`config.mk`:
```
export PLATFORM = sky130hd
export DESIGN_NAME = frame_buff_addr_gen
export DESIGN_NICKNAME = d
export VERILOG_FILES = /design/src/rtl/fb_pkg.sv /design/src/rtl/pipe_delay.sv /design/src/rtl/frame_buff_addr_gen.sv
export SDC_FILE = /design/constraint.sdc
export NUM_CORES = 1
export LEC_CHECK = 0
export ABC_AREA = 1
export ABC_CLOCK_PERIOD_IN_PS = 1550
export BUFFER_PORTS_ARGS = -buffer_cell sky130_fd_sc_hd__buf_4
export CORE_MARGIN = 5
export CORE_UTILIZATION = 30
export DETAILED_ROUTE_END_ITERATION = 8
export SLEW_MARGIN = 20
export SYNTH_ARGS = -nofsm -noshare
export SYNTH_HDL_FRONTEND = slang
export SYNTH_SLANG_ARGS = --single-unit
```
`constraint.sdc`:
```
create_clock -name clk_in -period 1.55 [get_ports clk_in]
set_input_delay 0 -clock clk_in [delete_from_list [all_inputs] [get_ports clk_in]]
set_output_delay 0 -clock clk_in [all_outputs]
set_load 0.01 [all_outputs]
```
`src/rtl/fb_pkg.sv`:
```
// Shared frame-buffer constants, scale encoding and the timing bundle that
// travels alongside each pixel through the address generator.
package fb_pkg;

  localparam int unsigned FB_WIDTH  = 240;
  localparam int unsigned FB_HEIGHT = 320;
  localparam int unsigned FB_DEPTH  = FB_WIDTH * FB_HEIGHT;
  localparam int unsigned ADDR_W    = 17;
  localparam int unsigned H_W       = 11;
  localparam int unsigned V_W       = 10;
  localparam int unsigned X_W       = 8;
  localparam int unsigned Y_W       = 9;

  typedef enum logic [1:0] {
    SCALE_1X   = 2'b00,
    SCALE_2X   = 2'b01,
    SCALE_8_3X = 2'b10,
    SCALE_OFF  = 2'b11
  } scale_e;

  // Display-space window limits (exclusive) for each magnification.
  localparam int unsigned WIN_H_1X   = FB_WIDTH;
  localparam int unsigned WIN_V_1X   = FB_HEIGHT;
  localparam int unsigned WIN_H_2X   = 2 * FB_WIDTH;
  localparam int unsigned WIN_V_2X   = 2 * FB_HEIGHT;
  localparam int unsigned WIN_H_8_3X = 640;
  localparam int unsigned WIN_V_8_3X = 853;

  typedef struct packed {
    logic [1:0]     scale;
    logic [H_W-1:0] hcount;
    logic [V_W-1:0] vcount;
    logic           hsync;
    logic           vsync;
    logic           blank;
  } timing_t;

  localparam int unsigned TIMING_W = $bits(timing_t);

endpackage

```
`src/rtl/pipe_delay.sv`:
```
// Fixed-depth shift register with synchronous clear; used to keep display
// timing in step with the frame-buffer read data.
module pipe_delay #(
  parameter int unsigned WIDTH = 8,
  parameter int unsigned DEPTH = 5
) (
  input  logic             clk_in,
  input  logic             rst_in,
  input  logic [WIDTH-1:0] data_in,
  output logic [WIDTH-1:0] data_out
);

  logic [WIDTH-1:0] stage [DEPTH];

  always_ff @(posedge clk_in) begin
    if (rst_in) begin
      for (int unsigned i = 0; i < DEPTH; i++) begin
        stage[i] <= '0;
      end
    end else begin
      stage[0] <= data_in;
      for (int unsigned i = 1; i < DEPTH; i++) begin
        stage[i] <= stage[i-1];
      end
    end
  end

  assign data_out = stage[DEPTH-1];

endmodule

```
`src/rtl/frame_buff_addr_gen.sv`:
```
// Maps display hcount/vcount to a 240x320 frame-buffer read address for the
// active magnification, and delays display timing to match BRAM read data.
module frame_buff_addr_gen #(
  parameter int unsigned BRAM_LATENCY = 2,
  parameter int unsigned FB_WIDTH     = fb_pkg::FB_WIDTH,
  parameter int unsigned FB_HEIGHT    = fb_pkg::FB_HEIGHT
) (
  input  logic                       clk_in,
  input  logic                       rst_in,
  input  logic [1:0]                 scale_in,
  input  logic [fb_pkg::H_W-1:0]     hcount_in,
  input  logic [fb_pkg::V_W-1:0]     vcount_in,
  input  logic                       hsync_in,
  input  logic                       vsync_in,
  input  logic                       blank_in,
  output logic [fb_pkg::ADDR_W-1:0]  addr_out,
  output logic                       in_window_out,
  output logic [1:0]                 scale_out,
  output logic [fb_pkg::H_W-1:0]     hcount_out,
  output logic [fb_pkg::V_W-1:0]     vcount_out,
  output logic                       hsync_out,
  output logic                       vsync_out,
  output logic                       blank_out
);

  localparam int unsigned H_W    = fb_pkg::H_W;
  localparam int unsigned V_W    = fb_pkg::V_W;
  localparam int unsigned X_W    = fb_pkg::X_W;
  localparam int unsigned Y_W    = fb_pkg::Y_W;
  localparam int unsigned ADDR_W = fb_pkg::ADDR_W;
  localparam int unsigned PROD_W = 13;
  localparam int unsigned DELAY  = 3 + BRAM_LATENCY;

  localparam int unsigned H_LIM_1X   = FB_WIDTH;
  localparam int unsigned V_LIM_1X   = FB_HEIGHT;
  localparam int unsigned H_LIM_2X   = 2 * FB_WIDTH;
  localparam int unsigned V_LIM_2X   = 2 * FB_HEIGHT;
  localparam int unsigned H_LIM_8_3X = fb_pkg::WIN_H_8_3X;
  localparam int unsigned V_LIM_8_3X = fb_pkg::WIN_V_8_3X;

  fb_pkg::scale_e scale_active;
  fb_pkg::scale_e scale_eff_c;
  logic           frame_start_c;
  logic           win_c;

  logic [H_W-1:0] h1;
  logic [V_W-1:0] v1;
  fb_pkg::scale_e sc1;
  logic           win1;

  logic [PROD_W-1:0] h3_c;
  logic [PROD_W-1:0] v3_c;
  logic [X_W-1:0]    x_c;
  logic [Y_W-1:0]    y_c;

  logic [X_W-1:0] x2;
  logic [Y_W-1:0] y2;
  logic           win2;

  logic [ADDR_W-1:0] addr_c;

  fb_pkg::timing_t timing_in_c;
  fb_pkg::timing_t timing_dly;

  // A scale request on the frame-start pixel applies to that pixel itself.
  assign frame_start_c = (hcount_in == '0) && (vcount_in == '0);
  assign scale_eff_c   = frame_start_c ? fb_pkg::scale_e'(scale_in) : scale_active;

  always_comb begin
    win_c = 1'b0;
    case (scale_eff_c)
      fb_pkg::SCALE_1X:   win_c = (hcount_in < H_W'(H_LIM_1X))   && (vcount_in < V_W'(V_LIM_1X));
      fb_pkg::SCALE_2X:   win_c = (hcount_in < H_W'(H_LIM_2X))   && (vcount_in < V_W'(V_LIM_2X));
      fb_pkg::SCALE_8_3X: win_c = (hcount_in < H_W'(H_LIM_8_3X)) && (vcount_in < V_W'(V_LIM_8_3X));
      default:            win_c = 1'b0;
    endcase
  end

  // Stage 1: scale latch, registered inputs and window test.
  always_ff @(posedge clk_in) begin
    if (rst_in) begin
      scale_active <= fb_pkg::SCALE_1X;
      h1           <= '0;
      v1           <= '0;
      sc1          <= fb_pkg::SCALE_1X;
      win1         <= 1'b0;
    end else begin
      if (frame_start_c) begin
        scale_active <= fb_pkg::scale_e'(scale_in);
      end
      h1   <= hcount_in;
      v1   <= vcount_in;
      sc1  <= scale_eff_c;
      win1 <= win_c;
    end
  end

  // Source coordinates; out-of-window pixels are forced to (0,0).
  always_comb begin
    h3_c = PROD_W'(h1) + PROD_W'({h1, 1'b0});
    v3_c = PROD_W'(v1) + PROD_W'({v1, 1'b0});
    x_c  = '0;
    y_c  = '0;
    if (win1) begin
      case (sc1)
        fb_pkg::SCALE_1X: begin
          x_c = X_W'(h1);
          y_c = Y_W'(v1);
        end
        fb_pkg::SCALE_2X: begin
          x_c = X_W'(h1 >> 1);
          y_c = Y_W'(v1 >> 1);
        end
        fb_pkg::SCALE_8_3X: begin
          x_c = X_W'(h3_c >> 3);
          y_c = Y_W'(v3_c >> 3);
        end
        default: begin
          x_c = '0;
          y_c = '0;
        end
      endcase
    end
  end

  always_ff @(posedge clk_in) begin
    if (rst_in) begin
      x2   <= '0;
      y2   <= '0;
      win2 <= 1'b0;
    end else begin
      x2   <= x_c;
      y2   <= y_c;
      win2 <= win1;
    end
  end

  // y*240 as (y<<8)-(y<<4), then add x.
  assign addr_c = ADDR_W'({y2, 8'b0}) - ADDR_W'({y2, 4'b0}) + ADDR_W'(x2);

  always_ff @(posedge clk_in) begin
    if (rst_in) begin
      addr_out      <= '0;
      in_window_out <= 1'b0;
    end else begin
      addr_out      <= win2 ? addr_c : '0;
      in_window_out <= win2;
    end
  end

  always_comb begin
    timing_in_c        = '0;
    timing_in_c.scale  = scale_eff_c;
    timing_in_c.hcount = hcount_in;
    timing_in_c.vcount = vcount_in;
    timing_in_c.hsync  = hsync_in;
    timing_in_c.vsync  = vsync_in;
    timing_in_c.blank  = blank_in;
  end

  pipe_delay #(
    .WIDTH (fb_pkg::TIMING_W),
    .DEPTH (DELAY)
  ) u_timing_delay (
    .clk_in   (clk_in),
    .rst_in   (rst_in),
    .data_in  (timing_in_c),
    .data_out (timing_dly)
  );

  assign scale_out  = timing_dly.scale;
  assign hcount_out = timing_dly.hcount;
  assign vcount_out = timing_dly.vcount;
  assign hsync_out  = timing_dly.hsync;
  assign vsync_out  = timing_dly.vsync;
  assign blank_out  = timing_dly.blank;

endmodule

```
* Yosys cells after proc, flatten, opt, wreduce, memory -nomap -nowiden *
Memories as Yosys holds them, arrays and structs flattened.
Index checks and enable logic that the tools add are counted.

cells by class
  add/sub/neg operators = 4
  order comparisons = 6
  equal/unequal tests = 4
  muxes and demuxes = 12
  bitwise gates (word level) = 7
  reductions and logical operators = 10

operators by type and width
  cell                  count
  $mux 26               5
  $pmux 9 s3            1
  $pmux 8 s3            1
  $lt 10x10->1 const B  2
  $add 17x8->17         1
  $sub 17x13->17        1
  $add 10x11->12        1
  $add 11x11->11        1
  $logic_not 11->1      1
  $lt 11x10->1 const B  1
  $lt 11x8->1 const B   1
  $lt 11x9->1 const B   1
  $logic_not 10->1      1
  $lt 10x9->1 const B   1
  $or 1x1->1            5
  $eq 2x1->1 const B    2
  $eq 2x2->1 const B    2
  $logic_and 1x1->1     4
  $logic_not 2->1       2
  $reduce_or 2->1       2
  $mux 1                3
  $pmux 1 s3            1
  $mux 2                1
  $not 1->1             2

storage, ports and cells
  register bits = 60
  bits in writable memories = 130
  output and inout bits = 44
  memories kept = 1

memory list
  memory                words  bits a word  read ports  clocked after memory_dff  write ports  RTL line          source
  u_timing_delay.stage  5      26           5           0                         5            pipe_delay.sv:13  logic [WIDTH-1:0] stage [DEPTH];

* Depth between registers and ports, before layout *
Gate-level depths: netlist (run 1).

  word-level depth = 5
  gate-level depth with buffers = 11

* Hierarchy *
Synthesis (run 1) repeated with hierarchy kept, for this count alone.

second synthesis, totals
  cell total of the unflattened synthesis = 992
  area total of the unflattened synthesis = 7606.0 um2

modules (own cells, without submodules)
  module               times used  cells an instance  area each (um2)  sequential area each (um2)
  pipe_delay           1           430                3908.7           2602.5
  frame_buff_addr_gen  1           562                3697.3           1201.2

* Worst setup path before layout (run 1) *
No wires, ideal clock.

  kind = reg-to-reg
  start = register y2[5]
  end = register addr_out[16] (netlist name)
  library setup time = 115 ps
  arrival = 1353 ps
  data required time = 1435 ps
  path slack = 82 ps
  stages on the path, launching flop included = 11
  cells stage by stage = dfxtp_1 -> inv_2 -> ha_1 -> a21oi_1 -> nor2_1 -> nor2_1 -> nor2_1 -> nor2_1 -> nand3_1 -> nand2_1 -> nor2_1

on the way
  word-level cells in the longest chain between the ends = 2

ends and longest elaborated chain
  element                 RTL line                    source
  start, declared         frame_buff_addr_gen.sv:57   logic [Y_W-1:0] y2;
  start signal, assigned  frame_buff_addr_gen.sv:133  y2 <= y_c;
  $sub 17x13->17          frame_buff_addr_gen.sv:139  assign addr_c = ADDR_W'({y2, 8'b0}) - ADDR_W'({y2, 4'b0}) + ADDR_W'(x2);
  $add 17x8->17           frame_buff_addr_gen.sv:139
  end signal, assigned    frame_buff_addr_gen.sv:146  addr_out <= win2 ? addr_c : '0;
  end, declared           frame_buff_addr_gen.sv:16   output logic [fb_pkg::ADDR_W-1:0] addr_out,

Every way passes these cells.
A chain may end at the register's enable or synchronous reset.

* Worst setup path after layout (run 1) *
  start = register y2[3]
  end = register addr_out[14] (netlist name)

Same word-level chain as after synthesis.

==> impl_metrics.toml, run 1 <==
[synthesis]
yosysTopAreaCell = "dfxtp_1"
synthTopCellsByArea = "dfxtp_1 (49%), nor2_1 (11%), inv_1 (10%), nand2_1 (7.1%), ha_1 (4.8%)"
ys_seq_area_frac = 0.495
ys_ff_latch = 167
netlist_instances = 900
synth_cell_types = 30
syn-num-nets = 954
avgSynthCellArea_um2 = 7.51
netlist_area_um2 = 6760
yosysWarnings = 0
synth_top_area_frac = 0.495

[clock_network]
clock_path_buffers = 2
htree_num_levels = 4
root_buffer = "clkbuf_16"
cts_tree = "done"
clk_latency_ns = 0.43
clkTransAtPathRegs_ns = 0.06
cts_inserted_buffers = 17
clock-sinks = 167

[route]
firstDrtPassIters = 4
routed_wl_um = 14900
vias_per_cell = 4.12
drtIter0Drc = 229
drc = 0
post_drt_wl_per_cell_um = 11.4
ant_nets = 0
dr_total_vias = 5392

[global_route]
antenna_found_initial = 0
track_usage = 0.116
gr-total-overflow = 0
grt_pass1_wl_um = 24500
grt_pass1_vias = 5195
grt_max_degree = 131

[timing]
setup_viol = 0
fin_tns_setup_ns = 0
clock_skew_ns = 0.0102
slew_violations = 0
rsz0062_at_grt = "yes"
worst_slack_ns = 0.0383
hold_viol_final = 0
timing.final.crit_share = 0.975
fmax_mhz = 662
fin_crit_ns = 1.51
relSlewSlack = 0.635
tightest_slew_ns = 0.548

[setup_path]
worst-path-max-fanout = 4
rr_worst_depth = 8
crit_required_ns = 1.90
worstSetupPathType = "flip-flop to flip-flop"
start_kind = "flip-flop"
cp_data_arrival_time_ns = 1.86
end_kind = "flip-flop"

[placed_design]
dp_hpwl_um = 10300
place.gp.congestion = 0.862
placedCellCount = 1246
place_ws_ns = -0.0871
io_buffers = 71

[floorplan]
chipHeight_um = 160
dieArea_um2 = 25600
std_cell_rows = 55
die_w_um = 160
start_util = 0.301
core_area_um2 = 22400
io_pins = 72

[job]
drv_cap = 0

[min_path]
hp-class = "input pin to flip-flop"
min_path_cells = 4

[cells_and_area]
layout-drive-gt1-share = 0.260
final_cells = 1309
nets = 1065
layout_commonest_cell = "nor2_1"
n_antenna_cell = 0
mostFrequentLayoutCells = "nor2_1 (182), inv_1 (175), dfxtp_1 (145), nand2_1 (106), buf_4 (106)"
area_growth_pct = 34.4

[power_and_ir_drop]
leakagePower_nw = 4.00
peakVddDrop_mv = 0.606
pwr_density_cell_nw_per_um2 = 1040

[run_status]
status = "completed"
[flip-flops by register name (all words and copies together), names as in the netlist]
| register | count |
|---|---|
| addr_out | 17 |
| v1 | 9 |
| y2 | 9 |
| in_window_out | 1 |
| sc1 | 1 |
| x2 | 8 |
| win1 | 1 |
| win2 | 1 |
| u_timing_delay.stage | 110 |
| h1 | 10 |
[per-stage QoR]
step	util	power [mW]	cell area (um^2)	hold slack, ns
finish	0.405	9.43	9080	0.317
global route	0.405	9.86	9080	0.326
CTS	0.384	9.45	8630	0.301
detailed placement	0.340	5.11	7630	0.209
global placement	0.340	5.10	7630	0.205
floorplan	-	4.90	6760	0.107
[area by class of cell]
cell class / count / area (um^2)
clock buffer: 19 / 443
clock inverter: 13 / 156
fill: 2282 / 13400
inverter: 196 / 741
multi-input combinational: 495 / 2920
sequential: 167 / 3380
tap: 285 / 357
timing repair buffer: 134 / 1090
[final timing paths]
path	startpoint	end	slack, ns
worst min-delay path	vsync_in	u_timing_delay.stage[0][1]	0.32
worst max register to register	y2[3]	addr_out[14]	0.04
worst max-delay path	y2[3]	addr_out[14]	0.04
worst min register to register	u_timing_delay.stage[0][26]	u_timing_delay.stage[0][52]	0.39
[cells in the mapped netlist]
cell,n
xnor2_1,1
or2_0,2
o22ai_1,13
o21ai_1,5
buf_6,1
buf_4,23
nor2_1,192
nand4_1,7
nor2_4,2
o21a_1,2
inv_1,182
nand2_1,127
buf_2,13
dfxtp_1,167
ha_1,26
nor3_1,9
a31oi_1,4
a21o_1,2
o21bai_1,5
a21oi_1,33
or2_1,3
clkbuf_1,5
clkinv_1,4
nor2_2,2
a21oi_2,9
xor2_1,2
nand3b_1,7
o21ai_0,3
nand3_1,39
inv_2,10
[per-layer routing]
layer | share of wire | track usage
met1 | 0.47 | 0.150
met2 | 0.45 | 0.177
met5 | 0 | 0
met4 | 0.033 | 0.0548
met3 | 0.047 | 0.0359
[power breakdown]
part / total, mW / switching, mW / leakage (nW) / internal (mW)
clock network: 4.27 / 1.81 / 0.288 / 2.46
logic: 0.723 / 0.381 / 2.35 / 0.342
registers: 4.44 / 0.0615 / 1.37 / 4.38
[cells by family (layout without fill, tap and decap cells)]
group,after synthesis,after routing,share of synthesized area
simple gates,390,390,0.237
flops,167,167,0.495
buf+inv,238,362,0.149
compound gates,76,76,0.0678
xor+xnor,3,3,0.00389
fa+ha+maj,26,26,0.0481
[critical path: stages (launching register included)]
cell and delay [ns]:
dfxtp_1 0.34, inv_1 0.07, ha_4 0.30, nand2_1 0.10, o21ai_0 0.20, nand2_1 0.11, nand4_1 0.13, nand2_1 0.07
a21oi_1 0.12
[timing repair]
item,4_1_cts,5_1_grt
endpoints found under the hold margin,27,0
hold buffers,27,0
setup buffers,2,2
resized for setup,16,104
pin swaps,5,33
setup endpoints to repair,9,24
Power figures use the tool's default switching activity.
==> run 2, diff against run 1 <==
--- a/config.mk
+++ b/config.mk
@@ -5,13 +5,14 @@
 export SDC_FILE = /design/constraint.sdc
 export NUM_CORES = 1
 export LEC_CHECK = 0
-export ABC_AREA = 1
 export ABC_CLOCK_PERIOD_IN_PS = 1550
 export BUFFER_PORTS_ARGS = -buffer_cell sky130_fd_sc_hd__buf_4
 export CORE_MARGIN = 5
 export CORE_UTILIZATION = 30
 export DETAILED_ROUTE_END_ITERATION = 8
+export PLACE_DENSITY = 0.55
 export SLEW_MARGIN = 20
 export SYNTH_ARGS = -nofsm -noshare
 export SYNTH_HDL_FRONTEND = slang
 export SYNTH_SLANG_ARGS = --single-unit
+export TNS_END_PERCENT = 50
==> impl_metrics.toml, run 2 <==
[power_and_ir_drop]
peakVddDrop_mv = 0.747
pwr_density_cell_nw_per_um2 = 1070
internal_power_mw = 7.21
fin_total_pwr_mw = 9.28
share_seq_of_total_power = 0.478
power_frac_clock = 0.446
pwr-share-comb = 0.076
swShare = 0.223
power.net_switching_mw = 2.07
leakagePower_nw = 3.54

[synthesis]
async_flop_share = 0
synth_cell_types = 51
avgSynthCellArea_um2 = 10.3
synthTopCellsByArea = "dfxtp_1 (55%), nor2b_1 (13%), ha_1 (5.4%), buf_4 (2.8%), nor2_1 (1.9%)"
synthTopCellsByCount = "dfxtp_1 (167), nor2b_1 (130), nor2_1 (30)"
netlist_instances = 587
ys_seq_area_frac = 0.551
ys_ff_latch = 167
synth_top_area_frac = 0.551
netlist_area_um2 = 6060
syn-num-nets = 641
synth_edf_count = 0
yosysTopAreaCell = "dfxtp_1"
synth_flop_cell = "dfxtp_1"
yosysWarnings = 0
post-synth-top-count-cell = "dfxtp_1"

[setup_path]
crit_required_ns = 1.86
slowest_delay_ns = 0.39
slowest_stage = "or3_4"
crit_family = "compound AO/OA/AOI/OAI gates"
start_kind = "flip-flop"
end_kind = "flip-flop"
cp_data_arrival_time_ns = 2.24
critPathBufInv = 1
crit_chain = "inv_2 -> ha_4 -> o211ai_4 -> a21oi_2 -> or3_4 -> a21o_1 -> a211o_1 -> and3_1"
worst-path-max-fanout = 2
worstSetupPathType = "flip-flop to flip-flop"

[cells_and_area]
nets = 796
top_register = "u_timing_delay.stage"
layout_commonest_cell = "dfxtp_1"
final_cells = 1025
mostFrequentLayoutCells = "dfxtp_1 (155), buf_4 (148), nor2b_1 (130), nor2_1 (28), dlygate4sd3_1 (27)"
layout-drive-gt1-share = 0.355
n_antenna_cell = 0
area_growth_pct = 43.3
finish.instance_area_um2 = 8690
final_core_util = 0.434
reg.largest.list = "u_timing_delay.stage: 110 flops, addr_out: 17 flops, h1: 10 flops"
largest_register_ffs = 110

[job]
drv_cap = 0

[min_path]
hp-class = "input pin to flip-flop"

[clock_network]
root_buffer = "clkbuf_16"
cts_tree = "done"
clock_path_buffers = 2
htree_num_levels = 4
cts_inserted_buffers = 17
clk_latency_ns = 0.42
clock-sinks = 167
clkTransAtPathRegs_ns = 0.07

[route]
drtIter0Drc = 217
routed_wl_um = 13000
drc = 0
ant_nets = 0
dr_total_vias = 4301
firstDrtPassIters = 4
post_drt_wl_per_cell_um = 12.7
vias_per_cell = 4.20

[placed_design]
io_buffers = 71
dpl-instance-area_um2 = 7290
place.gp.congestion = 0.836
place_ws_ns = -0.401
placedCellCount = 958
dp_hpwl_um = 9030

[timing]
tightest_slew_ns = 0.663
hold_viol_final = 0
rsz0062_at_grt = "yes"
worst_slack_ns = -0.372
clock_skew_ns = 0.00920
setup_viol = 22
slew_violations = 0
fin_crit_ns = 1.92
fmax_mhz = 520
relSlewSlack = 0.555
timing.final.crit_share = 1.24

[global_route]
grt_pass1_vias = 4384
track_usage = 0.115
grt_pass1_wl_um = 21500
antenna_found_initial = 0
gr-total-overflow = 0
grt_max_degree = 132

[floorplan]
die_w_um = 152
core_area_um2 = 20000
chipHeight_um = 152
std_cell_rows = 52
start_util = 0.303
io_pins = 72
dieArea_um2 = 23100

[run_status]
status = "finished, violations left"
violations = "negative setup slack"
==> run 2: changes by cell type after synthesis, sizes merged, moves of 6 or more <==
cell    before  now
nor2b        0  130
xnor2        1   10
nand3       39   14
nor3         9   15
inv        192   16
nand2      127   19
a21oi       42   20
buf         37   24
a211oi       0   10
nor2       196   30
mux2i        0    8
o22ai       13    6
clkbuf       5   20
==> run 2: timing repair <==
| item | 4_1_cts | 5_1_grt |
|---|---|---|
| gates cloned | 0 | 0 |
| setup endpoints to repair | 23 | 26 |
| buffers inserted | 5 | 4 |
| pin swaps | 44 | 23 |
| endpoints found under the hold margin | 28 | 0 |
| resized for setup | 59 | 30 |
| hold buffers | 27 | 0 |
==> run 2: path summary, 6_finish.rpt <==
path	cells after the start	slack [ns]	to	start
max	8	-0.37	addr_out[12]	y2[0]
min	5	0.02	win1	hcount_in[9]
max reg2reg	8	-0.37	addr_out[12]	y2[0]
min reg2reg	1	0.43	u_timing_delay.stage[0][79]	u_timing_delay.stage[0][53]
==> run 2: cell families (layout without fill, tap and decap cells) <==
kind of cell	count (synthesis)	in the layout	share of synthesized area
buf+inv	61	229	0.0520
simple gates	233	233	0.219
flops	167	167	0.551
fa+ha+maj	26	26	0.0537
xor+xnor	17	17	0.0246
mux	10	10	0.0175
compound gates	73	73	0.0817
==> run 2: power by group through the flow <==
stage               Clock (mW)  Combinational [mW]  Sequential [mW]
finish                    4.14               0.708             4.43
CTS                       4.24               0.676             4.44
detailed placement           0               0.559             4.52
floorplan                    0               0.313             4.51
global route              4.47               0.782             4.44
global placement             0               0.546             4.52
==> run 2: final cells by class <==
type	count	area [um^2]
fill	1931	11400
sequential	167	3370
multi-input combinational	359	2870
timing repair buffer	180	1460
clock buffer	19	443
tap	270	338
clock inverter	13	143
inverter	17	63.8
==> run 2: stage by stage <==
| step | TNS (ns) | hold slack (ns) |
|---|---|---|
| after detailed placement | -5.20 | 0.223 |
| final | -2.79 | 0.0203 |
| after CTS | -2.53 | 0.00118 |
| after floorplan | -1.76 | 0.128 |
| after global routing | -5.05 | 0.0189 |
| after global placement | -4.34 | 0.219 |
==> run 2: tightest hold or removal path: cells and delay by family <==
family | cells | cell delay [ns]
AOI/OAI and AO/OA | 1 | 0.05
buffers and inverters | 1 | 0.10
muxes | 1 | 0.14
and+or+nand+nor | 2 | 0.10
==> run 2: layer usage <==
metal  global-route usage  vias to the layer above  wire length (um)
li1                     -                     2243                 -
met1                0.145                     1950              5980
met2                0.180                       88              6170
met3               0.0346                       20               520
met4               0.0544                        0               319
met5                    0                        -                 0
==> run 3, diff against run 2 <==
--- a/config.mk
+++ b/config.mk
@@ -15,4 +15,4 @@
 export SYNTH_ARGS = -nofsm -noshare
 export SYNTH_HDL_FRONTEND = slang
 export SYNTH_SLANG_ARGS = --single-unit
-export TNS_END_PERCENT = 50
+export TNS_END_PERCENT = 10
==> impl_metrics.toml, run 3 (synthesis gave the netlist of run 2 again) <==
[setup_path]
worstSetupStartpoint = "y2[4]"
worst-path-max-fanout = 3
rr_worst_depth = 8
r2r-start = "y2[4]"
start_kind = "flip-flop"
crit_required_ns = 1.85
r2r-end = "addr_out[12]"
cp_data_arrival_time_ns = 2.25
worstSetupPathType = "flip-flop to flip-flop"
end_kind = "flip-flop"
r2r_setup_slack_ns = -0.40

[floorplan]
start_util = 0.303
chipHeight_um = 152
std_cell_rows = 52
dieArea_um2 = 23100
core_area_um2 = 20000
io_pins = 72
die_w_um = 152

[timing]
hold_viol_final = 0
worst_slack_ns = -0.398
fin_crit_ns = 1.95
relSlewSlack = 0.606
timing.final.crit_share = 1.26
slew_violations = 0
tightest_slew_ns = 0.591
fin_tns_setup_ns = -2.81
hold_ws_ns = 0.0252
rsz0062_at_grt = "yes"
clock_skew_ns = 0.00592
fmax_mhz = 513
setup_viol = 24

[global_route]
gr-total-overflow = 0
grt_pass1_wl_um = 21500
grt_max_degree = 62
track_usage = 0.114
grt_pass1_vias = 4324
antenna_found_initial = 0

[clock_network]
root_buffer = "clkbuf_16"
cts_inserted_buffers = 17
clkTransAtPathRegs_ns = 0.06
clock-sinks = 167
cts_tree = "done"
clock_path_buffers = 2
htree_num_levels = 4
clk_latency_ns = 0.41

[route]
dr_total_vias = 4249
drc = 0
ant_nets = 0
routed_wl_um = 12800
drtIter0Drc = 156
post_drt_wl_per_cell_um = 12.5
vias_per_cell = 4.16
firstDrtPassIters = 4

[power_and_ir_drop]
fin_total_pwr_mw = 8.93
leakagePower_nw = 3.48
peakVddDrop_mv = 0.710
pwr_density_cell_nw_per_um2 = 1060

[run_status]
violations = "negative setup slack"
status = "finished, violations left"

[cells_and_area]
nets = 793
layout-drive-gt1-share = 0.322
mostFrequentLayoutCells = "dfxtp_1 (158), buf_4 (147), nor2b_1 (130), dlygate4sd3_1 (28), nor2_1 (27)"
largest_register_ffs = 110
area_growth_pct = 38.7
reg.largest.list = "u_timing_delay.stage: 110 flops, addr_out: 17 flops, h1: 10 flops"
n_antenna_cell = 0
top_register = "u_timing_delay.stage"
fillerInstances = 1966
layout_commonest_cell = "dfxtp_1"
final_cells = 1022
final_core_util = 0.420

[min_path]
hp-class = "input pin to flip-flop"
min_path_cells = 5
hold_start = "hcount_in[9]"
hold_path_end = "win1"

[job]
drv_cap = 0

[placed_design]
placedCellCount = 960
io_buffers = 71
place.gp.congestion = 0.849
dp_hpwl_um = 9280
[run 3: cell count changes in the layout (fill, tap and decap cells not counted), moves of 3 or more]
cell     before  now
nand2_1      11   18
dfxtp_4       6    0
ha_1         11   17
ha_4         15    9
a21oi_1       9   13
nand2_2       5    1
dfxtp_1     155  158
dfxtp_2       6    9
nand2_4       3    0
[run 3: report_power, final]
part	switching, mW	internal [mW]
Sequential	0.0472	4.39
Combinational	0.296	0.357
Clock	1.69	2.15
Total	2.03	6.90
[run 3: final cells by class]
| class | instances | area, um^2 | share of cell area |
|---|---|---|---|
| clock inverter | 13 | 95.1 | 0.0113 |
| sequential | 167 | 3350 | 0.399 |
| inverter | 17 | 63.8 | 0.00759 |
| clock buffer | 19 | 453 | 0.0539 |
| multi-input combinational | 359 | 2690 | 0.320 |
| timing repair buffer | 177 | 1420 | 0.168 |
| tap | 270 | 338 | 0.0402 |
[run 3: what timing repair did]
action | CTS | global route
pin swaps | 16 | 11
hold endpoints to repair | 28 | 0
endpoints found under the setup margin | 23 | 29
gates resized for setup | 23 | 27
hold buffers | 28 | 0
setup buffers | 3 | 0
[run 3: per-stage QoR]
| step | worst slack, ns | instance area, um^2 |
|---|---|---|
| finish | -0.398 | 8410 |
| global route | -0.464 | 8410 |
| CTS | -0.390 | 8270 |
| detailed placement | -0.404 | 7290 |
| global placement | -0.363 | 7290 |
| floorplan | -0.355 | 6090 |
[run 3: how the worst max path moves through the flow]
stage / to / slack [ns] / cells after the start
final: addr_out[12] / -0.40 / 8
after global routing: addr_out[12] / -0.46 / 8
after CTS: addr_out[12] / -0.39 / 8
after detailed placement: addr_out[12] / -0.40 / 8
after global placement: addr_out[12] / -0.36 / 8
after floorplan: addr_out[12] / -0.35 / 8
[run 3: routing by layer]
layer	vias up	part of all wire	track usage
met5	-	0	0
met1	1898	0.47	0.148
met3	20	0.045	0.0332
li1	2243	-	-
met4	0	0.026	0.0497
met2	88	0.46	0.177
[run 3: critical path: stages, from the launching register on]
cell	delay [ns]
dfxtp_1	0.34
inv_1	0.05
ha_1	0.30
a21oi_1	0.13
nor2b_1	0.10
or3_4	0.34
a21o_1	0.18
a211o_1	0.26
and3_1	0.14
